==> src/rtl/cnt3_sched_pkg.sv <==
// Shared definitions for the two-requester interval scheduler: state encoding,
// default widths and the round-robin pick used at grant time.
package cnt3_sched_pkg;

  localparam int DEF_WIDTH = 3;
  localparam int NREQ      = 2;

  typedef enum logic [1:0] {
    S_IDLE = 2'd0,
    S_RUN  = 2'd1,
    S_DONE = 2'd2
  } state_t;

  // Winner index: a lone requester always wins; on a tie the one not served last.
  function automatic logic rr_pick(input logic [NREQ-1:0] r, input logic last);
    if (r == 2'b11) begin
      return ~last;
    end
    return r[1];
  endfunction

endpackage

==> src/rtl/cnt3_sched_cnt.sv <==
// Shared WIDTH-bit synchronous up-counter with synchronous clear and enable.
module cnt_sync #(
  parameter int WIDTH = 3
) (
  input  logic             clk,
  input  logic             reset,
  input  logic             clr,
  input  logic             en,
  output logic [WIDTH-1:0] q
);

  logic [WIDTH-1:0] q_q;
  logic [WIDTH-1:0] q_d;

  always_comb begin
    q_d = q_q;
    if (clr) begin
      q_d = '0;
    end else if (en) begin
      q_d = q_q + WIDTH'(1);
    end
  end

  always_ff @(posedge clk or posedge reset) begin
    if (reset) begin
      q_q <= '0;
    end else begin
      q_q <= q_d;
    end
  end

  assign q = q_q;

endmodule

==> src/rtl/cnt3_sched.sv <==
// Round-robin scheduler sharing one clocked counter between two interval
// requesters; issues a one-cycle done pulse to the owner when its interval ends.
module cnt3_sched
  import cnt3_sched_pkg::*;
#(
  parameter int WIDTH = DEF_WIDTH
) (
  input  logic             clk,
  input  logic             reset,
  input  logic [1:0]       req,
  input  logic [WIDTH-1:0] len0,
  input  logic [WIDTH-1:0] len1,
  output logic [1:0]       gnt,
  output logic [1:0]       done,
  output logic             busy,
  output logic [WIDTH-1:0] Q
);

  state_t           state_q, state_d;
  logic [1:0]       gnt_q, gnt_d;
  logic             last_q, last_d;
  logic [WIDTH-1:0] tc_q, tc_d;

  logic             win;
  logic             owner;
  logic [WIDTH-1:0] len_w;
  logic             cnt_clr;
  logic             cnt_en;
  logic [WIDTH-1:0] cnt_q;

  cnt_sync #(
    .WIDTH (WIDTH)
  ) u_cnt (
    .clk   (clk),
    .reset (reset),
    .clr   (cnt_clr),
    .en    (cnt_en),
    .q     (cnt_q)
  );

  always_comb begin
    state_d = state_q;
    gnt_d   = gnt_q;
    last_d  = last_q;
    tc_d    = tc_q;
    cnt_clr = 1'b0;
    cnt_en  = 1'b0;
    win     = rr_pick(req, last_q);
    len_w   = win ? len1 : len0;
    owner   = gnt_q[1];

    case (state_q)
      S_IDLE: begin
        if (|req) begin
          gnt_d   = win ? 2'b10 : 2'b01;
          tc_d    = len_w;
          cnt_clr = 1'b1;
          state_d = (len_w != '0) ? S_RUN : S_DONE;
        end
      end
      S_RUN: begin
        // Abort takes precedence over completion on the same edge; Q freezes.
        if (!req[owner]) begin
          state_d = S_IDLE;
          gnt_d   = 2'b00;
          last_d  = owner;
        end else begin
          cnt_en = 1'b1;
          if (cnt_q == tc_q - WIDTH'(1)) begin
            state_d = S_DONE;
          end
        end
      end
      S_DONE: begin
        state_d = S_IDLE;
        gnt_d   = 2'b00;
        last_d  = owner;
      end
      default: begin
        state_d = S_IDLE;
        gnt_d   = 2'b00;
      end
    endcase
  end

  always_ff @(posedge clk or posedge reset) begin
    if (reset) begin
      state_q <= S_IDLE;
      gnt_q   <= 2'b00;
      last_q  <= 1'b1;
      tc_q    <= '0;
    end else begin
      state_q <= state_d;
      gnt_q   <= gnt_d;
      last_q  <= last_d;
      tc_q    <= tc_d;
    end
  end

  assign busy = (state_q != S_IDLE);
  assign done = (state_q == S_DONE) ? gnt_q : 2'b00;
  assign gnt  = gnt_q;
  assign Q    = cnt_q;

endmodule
==> config.mk <==
export PLATFORM = sky130hd
export DESIGN_NAME = cnt3_sched
export DESIGN_NICKNAME = d
export VERILOG_FILES = /design/src/rtl/cnt3_sched_pkg.sv /design/src/rtl/cnt3_sched_cnt.sv /design/src/rtl/cnt3_sched.sv
export SDC_FILE = /design/constraint.sdc
export NUM_CORES = 1
export LEC_CHECK = 0
export CAP_MARGIN = 10
export CORE_ASPECT_RATIO = 0.75
export CORE_MARGIN = 2
export CORE_UTILIZATION = 30
export DETAILED_ROUTE_END_ITERATION = 10
export GPL_TIMING_DRIVEN = 1
export REMOVE_ABC_BUFFERS = 1
export SLEW_MARGIN = 30
export SYNTH_ARGS = -nofsm -noshare
export SYNTH_HDL_FRONTEND = slang
export SYNTH_SLANG_ARGS = --single-unit
==> constraint.sdc <==
create_clock -name clk -period 1.55 [get_ports clk]
set_clock_uncertainty 0.1 [all_clocks]
set_input_delay 0.2325 -clock clk [delete_from_list [all_inputs] [get_ports clk]]
set_output_delay 0.2325 -clock clk [all_outputs]
set_load 0.02 [all_outputs]
* Word level (Yosys, flattened, before mapping) *
Index checks and enable logic that the tools add are counted.

storage, ports and cells
  register bits = 11
  input port bits = 10
  output and inout port bits = 8
  word-level logic and storage cells = 50

cells by class
  $add $sub $neg = 2
  magnitude comparators = 1
  equal/unequal tests = 7
  muxes and demuxes = 24
  bitwise operators = 1
  reductions and logical operators = 10

operators by type and width
  cell                                                        number
  2-to-1 mux 2 bit                                            8
  2-to-1 mux 1 bit                                            10
  2-to-1 mux 3 bit                                            3
  case mux 2 bit (2 select lines)                             2
  AND reduction 2 bit                                         4
  nonzero test 2 bit                                          3
  equality test 2 bit, second input constant                  2
  inequality test 2 bit, second input constant                2
  adder 3 x 1 -> 3 bit, second input constant                 1
  equality test 3 bit                                         1
  inequality test 3 bit, second input constant                1
  nonzero test 3 bit                                          1
  subtractor 3 x 1 -> 3 bit, second input constant            1
  equality test 2 x 1 -> 1 bit, second input constant         1
  zero test 2 bit                                             1
  less-than comparator 1 x 2 -> 1 bit, second input constant  1
  case mux 1 bit (2 select lines)                             1
  OR reduction 2 bit                                          1
  inverter 1 bit                                              1

* Depth between registers and ports, before layout *
  depth after elaboration = 8
  mapped depth = 5
  gate-level depth less buffers = 5

* Modules after synthesis *
Synthesis repeated with hierarchy kept, for this count alone.

second synthesis, totals
  cells, all modules = 70
  area, all modules = 710.7 um^2

by module, submodules not included
  module      times used  cells each  area each (um^2)  seq. area each (um^2)
  cnt3_sched  1           58          570.5             201.4
  cnt_sync    1           12          140.1             75.1

* Least setup slack after synthesis *
Ideal clock, no wire load.

  kind = register to register
  from = register tc_q[0]
  to = register state_q[0]
  setup time = 0.121 ns
  arrival time = 1.460 ns
  required time = 1.329 ns
  setup slack = -0.131 ns
  stages on the path, launching flop included = 6
  buffers on the path = 0
  clock period less this slack = 1.681 ns
  path through = dfrtp_1 inv_1 ha_1 xnor2_4 or3_1 a22o_1

between the ends
  longest elaborated chain between the ends = 4

ends and longest elaborated chain
  item                                    RTL line          source
  from (decl)                             cnt3_sched.sv:22  logic [WIDTH-1:0] tc_q, tc_d;
  from (signal assigned)                  cnt3_sched.sv:96  tc_q <= tc_d;
  subtractor 3 x 1 -> 3 bit               cnt3_sched.sv:69  if (cnt_q == tc_q - WIDTH'(1)) begin
  equality test 3 bit                     cnt3_sched.sv:69
  inequality test 3 bit (no source line)  --
  AND reduction 2 bit (no source line)    --
  to (signal assigned)                    cnt3_sched.sv:93  state_q <= state_d;
  to (decl)                               cnt3_sched.sv:19  state_t state_q, state_d;

No other way between the ends.
A chain may end at the register's enable or synchronous reset.

* Final worst setup path *
Ends and elaborated chain as after synthesis.

==> summary.txt <==
Status = finished with violations
Failing checks = negative setup slack
Top cell type's share of synthesized area = 0.351
Crit Path Class = reg2reg
Number of CTS-inserted buffers = 3
P&R area growth vs syn = 56.1%
VDD IR-drop max = 0.000695 V
Syn_area_per_cell = 11.0 sq um
Slew @ Worst Pin = 0.456 ns
Most used flip-flop cell after synthesis = dfrtp_1
Final Hold Viols = 0
Design area = 0.00111 sq mm
FILL cells = 220
CP max FO = 2
Via count = 623
Number of routed nets with antenna violations = 0
Initial Utilization = 0.313
Distinct cells, synth = 31
CP Capture Type = flop
Remaining Overflow, GRT = 0
Setup TNS = -0.0984 ns
Synthesized instance count = 65
Synthesized cell area = 712 sq um
Largest net degree at the start of global routing = 12
Area of the multi-input gates = 440 sq um
First-pass GRT wire length = 2550 um
Post-DP Area = 0.00100 sq mm
Vias per inst = 4.61
IO Count = 18
#FFs+latches synth = 11
LEAKAGE = 0.519 nW
Pre-antenna DRT Iters = 4
Asr flop ratio synth = 1.00
Crit-path max cell delay = 0.40 ns
Worst skew pair latency = 0.27 ns
Hold buffer count at CTS = 0
DP Wirelength = 1270 um
Largest area contributor in the netlist = dfrtp_1
Crit share post-route = 1.03
H-tree depth = 1
Chip height = 46.2 um
Detailed Route WL = 1660 um
Number of enable flip-flop cells after synthesis = 0
Max Slew Vio Count = 0
Clk root buf = clkbuf_4
Final Util = 0.489
Ys Warns = 0
1st-iter DRT viols = 24
Die area = 0.00278 sq mm
Slowest-stage cell, CP = or3_4
Slew HR = 0.695
Most frequent cells after synthesis = dfrtp_1 (10), mux2i_1 (6)
Register area share after synthesis = 0.388
Deepest clock path buffer count = 2
Cell Pwr Density = 1840 mW/mm^2
# diodes = 0
Startpoint types = flop
Unrepaired setup endpoints after global routing = yes
Remaining DRCs = 0
Area contributors post-synth = dfrtp_1 (35%), mux2i_1 (8.4%), xnor2_4 (3.9%)
Total track usage = 0.131
Clock transition at path regs = 0.07 ns
Crit path max-delay family = simple AND/OR/NAND/NOR gates
Initial antenna violation count = 0
FP Rows = 15
GPL Wtd Cong = 0.706
Port Buffers = 17
Worst Path Buf+Inv = 1
CTS tree = built
Arrival time worst endpoint = 1.66 ns
Storage cell area = 277 sq um
Min Hold Slack = 0.160 ns
Die W = 60.3 um
Tightest Hold Check Type = in2async
MaxCap Viol Count = 0
Core area = 0.00227 sq mm
Share of cells above drive strength 1 = 0.396
Top-count cell post-synth = dfrtp_1
Max Freq = 625 MHz
Clock Sinks = 11
Worst path cell trace = inv_2 > ha_4 > xor3_1 > or3_4 > a22o_1
Post-route setup slack = -0.0500 ns
DR WL/cell = 12.3 um
Vias in the first global route = 541
Final Critical Period = 1.60 ns
Layout net count = 114
Worst path required time = 1.61 ns
Final setup fails = 2
[per-stage QoR]
| stage | std cells | power (mW) | setup WS, ns |
|---|---|---|---|
| 2_1_floorplan | 63 | 1.18 | -0.131 |
| 3_3_place_gp | 127 | 1.64 | -0.285 |
| 4_1_cts | 132 | 1.94 | -0.0427 |
| 3_5_place_dp | 127 | 1.67 | -0.335 |
| 6_report | 135 | 2.05 | -0.0500 |
| 5_1_grt | 135 | 2.18 | -0.105 |
[sequential cells by signal (all words and copies together), names as in the netlist]
name / flops
gnt: 2
last_q: 1
state_q: 2
tc_q: 3
u_cnt.q: 3
[layout make-up]
type                       count  share of cell area
tap                           34              0.0383
sequential                    11               0.249
clock buffer                   4              0.0236
inverter                       5              0.0169
timing repair buffer          34               0.276
multi-input combinational     47               0.396
[path summary, 6_finish.rpt]
check	startpoint	end	slack [ns]	cells past startpoint
worst max-delay path	tc_q[0]	state_q[0]	-0.05	5
min in group clk	req[0]	gnt[0]	0.35	2
worst min register to register	tc_q[2]	tc_q[2]	0.47	1
max in group asynchronous	reset	last_q	0.85	2
worst max register to register	tc_q[0]	state_q[0]	-0.05	5
worst min-delay path	reset	tc_q[1]	0.16	2
[timing repair]
| item | CTS | global route |
|---|---|---|
| setup buffers | 1 | 3 |
| resized for setup | 23 | 13 |
| endpoints found under the setup margin | 13 | 10 |
| pin swaps | 1 | 1 |
| gates cloned | 0 | 0 |
[power breakdown]
group	switching, mW	leakage (nW)	internal [mW]
sequential	0.0928	0.137	0.411
clock	0.102	0.0150	0.0997
combinational	0.568	0.367	0.773
total	0.763	0.519	1.28
[cells by family (layout without fill, tap and decap cells)]
family          after synthesis  after routing  share of synthesized area
xor+xnor                      3              3                     0.0844
flops                        11             11                      0.388
buf+inv                       7             43                     0.0527
fa+ha+maj                     2              2                     0.0351
mux                          10             10                      0.151
compound gates               14             14                      0.141
simple gates                 18             18                      0.148
[cells in the final DEF, fill, tap and decap left out, drive strengths merged, types with 4 or more instances in the layout]
cell type / n
buf: 20
dfrtp: 10
clkdlybuf4s50: 7
mux2i: 7
dlygate4sd2: 6
nor2: 5
a21oi: 4
o21ai: 4
clkbuf: 4
inv: 4
[routing by layer]
metal | GRT usage | vias to the layer above | wire length [um]
li1 | - | 306 | -
met1 | 0.191 | 297 | 829
met2 | 0.183 | 20 | 739
met3 | 0.0590 | 0 | 91
met4 | 0.0133 | 0 | 0
met5 | 0 | - | 0
Power figures use the tool's default switching activity.
